### src/rtl/i2c_bus_arbiter.sv
// Round-robin arbiter sharing one single-byte I2C driver between N_REQ clients.
// Latches the winning client's payload, launches the driver, tracks its busy
// flag, returns read data with a per-client done pulse and aborts hung
// transfers with a watchdog.
//
// Ports:
//   clk, rst          clock, asynchronous active-high reset
//   req/req_rw        per-client request level and direction (1 = read)
//   req_addr          per-client 7-bit slave address, client i at [7i+6:7i]
//   req_wdata         per-client write byte, client i at [8i+7:8i]
//   gnt/done/err      one-hot grant, one-cycle done pulse, timeout flag
//   rdata             read byte, valid with done, held until the next done
//   drv_*             driver handshake (start/rw/addr/wdata out, rdata/busy in)
module i2c_bus_arbiter #(
    parameter int unsigned N_REQ    = 4,
    parameter int unsigned START_TO = 16,
    parameter int unsigned XFER_TO  = 16384,
    parameter int unsigned TO_W     = 15
) (
    input  logic                 clk,
    input  logic                 rst,
    input  logic [N_REQ-1:0]     req,
    input  logic [N_REQ-1:0]     req_rw,
    input  logic [7*N_REQ-1:0]   req_addr,
    input  logic [8*N_REQ-1:0]   req_wdata,
    output logic [N_REQ-1:0]     gnt,
    output logic [N_REQ-1:0]     done,
    output logic                 err,
    output logic [7:0]           rdata,
    output logic                 drv_start,
    output logic                 drv_rw,
    output logic [6:0]           drv_addr,
    output logic [7:0]           drv_wdata,
    input  logic [7:0]           drv_rdata,
    input  logic                 drv_busy
);

    localparam int unsigned IDX_W = (N_REQ > 1) ? $clog2(N_REQ) : 1;
    localparam int unsigned SUM_W = IDX_W + 1;

    typedef enum logic [1:0] {
        ST_IDLE,
        ST_LAUNCH,
        ST_WAIT,
        ST_RESP
    } state_t;

    state_t               state_q;
    logic [IDX_W-1:0]     rr_ptr_q;
    logic [TO_W-1:0]      cnt_q;
    logic [N_REQ-1:0]     gnt_q;
    logic [N_REQ-1:0]     done_q;
    logic                 err_q;
    logic [7:0]           rdata_q;
    logic                 drv_start_q;
    logic                 drv_rw_q;
    logic [6:0]           drv_addr_q;
    logic [7:0]           drv_wdata_q;

    logic [2*N_REQ-1:0]   req2_d;
    logic [N_REQ-1:0]     rot_d;
    logic                 pick_vld_d;
    logic [IDX_W-1:0]     off_d;
    logic [SUM_W-1:0]     sum_d;
    logic [IDX_W-1:0]     pick_idx_d;
    logic [IDX_W-1:0]     rr_nxt_d;
    logic                 sel_rw_d;
    logic [6:0]           sel_addr_d;
    logic [7:0]           sel_wdata_d;

    // Round-robin pick: rotate req so rr_ptr sits at bit 0, take the lowest
    // set bit, then rotate the offset back into a client index.
    always_comb begin
        req2_d     = {req, req};
        rot_d      = N_REQ'(req2_d >> rr_ptr_q);
        pick_vld_d = |rot_d;
        off_d      = '0;
        for (int k = N_REQ - 1; k >= 0; k--) begin
            if (rot_d[k]) off_d = IDX_W'(k);
        end
        sum_d = SUM_W'(rr_ptr_q) + SUM_W'(off_d);
        if (sum_d >= SUM_W'(N_REQ)) sum_d = sum_d - SUM_W'(N_REQ);
        pick_idx_d = IDX_W'(sum_d);
        rr_nxt_d   = (pick_idx_d == IDX_W'(N_REQ - 1)) ? '0 : pick_idx_d + IDX_W'(1);
    end

    // Payload mux for the winning client.
    always_comb begin
        sel_rw_d    = 1'b0;
        sel_addr_d  = '0;
        sel_wdata_d = '0;
        for (int i = 0; i < N_REQ; i++) begin
            if (pick_idx_d == IDX_W'(i)) begin
                sel_rw_d    = req_rw[i];
                sel_addr_d  = req_addr[7*i +: 7];
                sel_wdata_d = req_wdata[8*i +: 8];
            end
        end
    end

    // Sequencer: done/err are single-cycle pulses raised on the edge entering RESP.
    always_ff @(posedge clk or posedge rst) begin
        if (rst) begin
            state_q     <= ST_IDLE;
            rr_ptr_q    <= '0;
            cnt_q       <= '0;
            gnt_q       <= '0;
            done_q      <= '0;
            err_q       <= 1'b0;
            rdata_q     <= '0;
            drv_start_q <= 1'b0;
            drv_rw_q    <= 1'b0;
            drv_addr_q  <= '0;
            drv_wdata_q <= '0;
        end else begin
            done_q <= '0;
            err_q  <= 1'b0;
            case (state_q)
                ST_IDLE: begin
                    // A driver still busy from an aborted transfer blocks new launches.
                    if (pick_vld_d && !drv_busy) begin
                        gnt_q       <= N_REQ'(1) << pick_idx_d;
                        rr_ptr_q    <= rr_nxt_d;
                        drv_rw_q    <= sel_rw_d;
                        drv_addr_q  <= sel_addr_d;
                        drv_wdata_q <= sel_wdata_d;
                        cnt_q       <= '0;
                        state_q     <= ST_LAUNCH;
                    end
                end
                ST_LAUNCH: begin
                    if (drv_busy) begin
                        drv_start_q <= 1'b0;
                        cnt_q       <= '0;
                        state_q     <= ST_WAIT;
                    end else if (cnt_q >= TO_W'(START_TO)) begin
                        drv_start_q <= 1'b0;
                        done_q      <= gnt_q;
                        err_q       <= 1'b1;
                        state_q     <= ST_RESP;
                    end else begin
                        drv_start_q <= 1'b1;
                        cnt_q       <= cnt_q + TO_W'(1);
                    end
                end
                ST_WAIT: begin
                    if (!drv_busy) begin
                        rdata_q <= drv_rdata;
                        done_q  <= gnt_q;
                        state_q <= ST_RESP;
                    end else if (cnt_q >= TO_W'(XFER_TO)) begin
                        done_q  <= gnt_q;
                        err_q   <= 1'b1;
                        state_q <= ST_RESP;
                    end else begin
                        cnt_q <= cnt_q + TO_W'(1);
                    end
                end
                ST_RESP: begin
                    gnt_q   <= '0;
                    state_q <= ST_IDLE;
                end
                default: begin
                    gnt_q       <= '0;
                    drv_start_q <= 1'b0;
                    state_q     <= ST_IDLE;
                end
            endcase
        end
    end

    assign gnt       = gnt_q;
    assign done      = done_q;
    assign err       = err_q;
    assign rdata     = rdata_q;
    assign drv_start = drv_start_q;
    assign drv_rw    = drv_rw_q;
    assign drv_addr  = drv_addr_q;
    assign drv_wdata = drv_wdata_q;

endmodule

### config.mk
export PLATFORM = sky130hd
export DESIGN_NAME = i2c_bus_arbiter
export DESIGN_NICKNAME = d
export VERILOG_FILES = /design/src/rtl/i2c_bus_arbiter.sv
export SDC_FILE = /design/constraint.sdc
export NUM_CORES = 1
export LEC_CHECK = 0
export ABC_AREA = 1
export CAP_MARGIN = 5
export CORE_UTILIZATION = 60
export CTS_CLUSTER_DIAMETER = 30
export DETAILED_ROUTE_END_ITERATION = 16
export DONT_BUFFER_PORTS = 1
export PLACE_DENSITY = 0.77
export SYNTH_ARGS = -nofsm -noshare
export SYNTH_HDL_FRONTEND = slang
export SYNTH_SLANG_ARGS = --single-unit
### constraint.sdc
create_clock -name clk -period 3.3 [get_ports clk]
set_input_delay 0.33 -clock clk [delete_from_list [all_inputs] [get_ports clk]]
set_output_delay 0.33 -clock clk [all_outputs]
set_load 0.05 [all_outputs]
==> metrics list <==
- Maxcap violations: 0
- Between clock sinks in the finished design, the worst skew comes to about 5.7 ps.
- Total gr overflow: 0
- On the critical path, the stage with the largest delay is an instance of dfrtp_1.
* Maximum vdd drop: 0.00115 V
- Clk Tree Root Cell: clkbuf_8
- Worst Path Buf+Inv: 3
* Worst-path cell chain: inv_2, nand2_1, nand3_1, nand2_1, nand3_1, a21boi_0, ha_1, xnor2_1, xor2_1, inv_1, ha_1, nor2_4, buf_4, nand2_1, nand2_1, o21ai_0, o21ai_1, nand2_1, nand2_1
- Die Ht: slightly below 80 µm
* Power share of the combinational group: 0.578
* Fraction of power consumed by the clock network: 0.082
- After synthesis, the share of flip-flops with an asynchronous set or reset is 1.00.
- For the final routed database, the setup TNS stands at 0 ps.
- Yosys mapped a number of flops with a built-in enable equal to 0.
- The internal power of the cells totals roughly 0.0019 W.
- Dividing the detail-routed via count by the number of cells gives about 5.6.
- The tightest hold path in the finished design has a slack of between 150 and 200 ps.
* Final clock period utilization by the worst path: 0.891
- In this run the mean area of a mapped cell was 7.11 µm².
* Synth-to-layout area growth: 3.35%
* Sequential cell area fraction in the yosys report: 0.386
- Fill cell total of the finished layout: roughly 500
* Total number of yosys warnings: 0
- Clock Latency Late Sink: slightly above 300 ps
- The count of nets left with antenna violations once routing finished came out at 0.
- Post-synthesis instance area: roughly 3400 µm²
* Path type of the worst min-delay path: in2async
- Total wire length after detailed routing: 7840 µm
* Gate count after technology mapping: around 480
- In this run the tightest slew margin relative to its limit is 0.278.
- Counting every net in the synthesized netlist gives 574.
* Leakage power of the design: 1.77 nW
- Entering global routing, the biggest net connects between 50 and 60 pins.
- Detailed routing inserted a total of a little over 3000 vias.
- For this run, the top clock speed supported by timing is between 0.3 and 0.4 GHz.
- Of the total power, the share spent switching nets is 0.582.
* Register share of total power: 0.340
- After floorplanning, the core was sized to cover 5510 µm².
- Number of synthesized register bits: 53
- At the pin with the least slew margin, the transition time is around 1100 ps.
* CTS tree: done
- The clock period could shrink to approximately 2900 ps.
- The floorplan step defined a die boundary enclosing between 6000 and 7000 µm².
- Number of diodes added for antenna fixing: 0
- Vias in the first global route: roughly 2900
- Initial Util: 0.624
- CTS H-Tree Depth: 2
- Count of unique library cells instantiated by Yosys: 29
- I/O pin count: roughly 110
- Drt drc: 0
* RSZ-0062 raised after global routing: false
* Site Rows: 27
- For this run, the leading register cell type out of synthesis is dfrtp_1.
- Wirelength per Cell: roughly 14 µm
* Cell types with the largest area share after synthesis: dfrtp_1 39%, nand2_1 20%, nand3_1 6.0%
* Deepest clock path buffer count: 2
- For this block, the initial DRC count from the detailed router was between 200 and 250.
- In the global route stage, overall resource usage came out at 0.274.
- The final layout contains roughly 570 nets.
- The number of antenna violations at the first check in global routing was 0.
- Wire length of the first global-routing pass: about 13000 µm
* Worst path setup slack after routing: 359 ps
* Most area-hungry cell type in the Yosys netlist: dfrtp_1
- Data on the critical path arrives at its endpoint at roughly 3200 ps.
- Summed over all nets, the half-perimeter wirelength after detailed placement is between 5000 and 6000 µm.
- Outcome: finished, final reports clean
- nand2_1 is the most common cell in the netlist.
* Number of buffers inserted for hold repair after clock tree synthesis: 0
- In the final layout, the share of cells above drive strength 1 is 0.0985.
* Pre-Repair DR Iteration Count: 4
- Routability-driven placement finished with a final weighted congestion of between 0.9 and 1.
- The clock drives 53 sinks.
- During placement, the flow inserted port buffers numbering 0.
- Critical Setup Path Class: reg2reg
- Among cell families on the critical path, the largest total delay comes from simple AND/OR/NAND/NOR gates.
* Clock buffer count from CTS: 5
* Core Util, Final: 0.645
* Clock slew seen by the registers of the worst setup and hold paths: roughly 100 ps
- STA classifies the critical path startpoint as a flip-flop.
* Worst Path Max Fanout: 10
- Area fraction of the dominant cell type after synthesis: 0.386
- In this design, the stage delay of the slowest critical-path cell is approximately 460 ps.
- Setup violations remaining at the end of the flow were counted as 0.
- In this run the power spent charging and discharging nets is around 0.0027 W.
- Number of slew-limit violations in the final report: 0
- The cell that appears most often on the critical path is nand2_1.
- Data on the critical path is required at its endpoint by between 3000 and 4000 ps.
- Number of hold violations in the final report: 0
- Dividing total power by cell area gives a power density of roughly 1300 nW/µm².
* Worst Setup Slack post-DPL: 328 ps
- Width of the chip: around 80 µm
* Most numerous cell types in the synthesized netlist: 179 x nand2_1, 53 x dfrtp_1, 41 x nand3_1
* Kind of end point of the critical path: flip-flop
[cell families after synthesis]
group           count (synthesis)  share of synthesized area
compound gates                 70                      0.105
xor+xnor                        8                     0.0204
fa+ha+maj                      12                     0.0437
buf+inv                        58                     0.0725
flops                          53                      0.386
mux                             8                     0.0262
simple gates                  274                      0.347
[worst paths after layout]
path	start	endpoint	slack, ps	depth (start not counted)
max in group asynchronous	rst	rr_ptr_q[1]	2480	1
setup reg to reg	rr_ptr_q[0]	drv_wdata[2]	360	19
hold / removal	rst	done[0]	150	1
hold reg to reg	cnt_q[1]	cnt_q[1]	550	2
setup / recovery	rr_ptr_q[0]	drv_wdata[2]	360	19
min in group clk	drv_rdata[1]	rdata[1]	160	1
[power groups by stage]
stage	Combinational (W)	Clock [W]	Sequential (W)
after floorplan	0.00214	0	0.00152
after global placement	0.00252	0	0.00156
after detailed placement	0.00261	0	0.00157
after CTS	0.00262	0.000377	0.00156
after global routing	0.00304	0.000407	0.00158
final	0.00265	0.000376	0.00155
[final cells by class]
cell class | instances | area, µm² | area share
clock buffer | 6 | 72.6 | 0.0204
clock inverter | 2 | 13.8 | 0.00388
inverter | 40 | 150 | 0.0423
multi-input combinational | 372 | 1870 | 0.526
sequential | 53 | 1330 | 0.374
tap | 72 | 90.1 | 0.0254
timing repair buffer | 4 | 30.0 | 0.00846
[registers in the layout (all words and copies together) (netlist names)]
| register | flops |
|---|---|
| gnt | 4 |
| drv_rw | 1 |
| drv_wdata | 8 |
| rr_ptr_q | 2 |
| done | 4 |
| drv_start | 1 |
| state_q | 2 |
| drv_addr | 7 |
| rdata | 8 |
| err | 1 |
| cnt_q | 15 |
[placed cells by master (no fill, tap or decap), types with 8 or more instances in the layout]
master / netlist / routed
ha_1: 12 / 11
mux2_2: 8 / 8
o21ai_0: 32 / 32
o21ai_1: 10 / 10
nand2_2: 11 / 11
dfrtp_1: 53 / 53
nor2_1: 22 / 22
nand3_1: 41 / 41
a21oi_1: 25 / 25
inv_1: 33 / 32
nand4_1: 12 / 12
nand2_1: 179 / 179
[what timing repair did]
action,4_1_cts,5_1_grt
hold endpoints to repair,0,0
gates resized for setup,0,2
setup endpoints to repair,0,11
buffers inserted,0,0
[layer usage]
metal | track usage | wire (µm) | vias up | part of all wire
li1 | - | - | 1542 | -
met1 | 0.322 | 3240 | 1377 | 0.41
met2 | 0.494 | 3960 | 125 | 0.50
met3 | 0.0518 | 474 | 14 | 0.060
met4 | 0.100 | 164 | 0 | 0.021
met5 | 0 | 0 | - | 0
[stage by stage]
step | instance area, µm² | cells | total power (W)
3_3_place_gp | 3460 | 541 | 0.00409
3_5_place_dp | 3460 | 541 | 0.00418
4_1_cts | 3540 | 549 | 0.00455
5_1_grt | 3550 | 549 | 0.00503
6_report | 3550 | 549 | 0.00458
2_1_floorplan | 3440 | 483 | 0.00367
[worst register-to-register path, delay by kind of cell (launching register included)]
family	cells	cell delay (ps)
AOI/OAI and AO/OA	3	420
xor gates and xnor gates	2	390
adders and majority gates	2	440
buffers and inverters	3	400
DFF	1	460
and+or+nand+nor	9	780
Note: power is estimated with default switching activity, not from simulation.
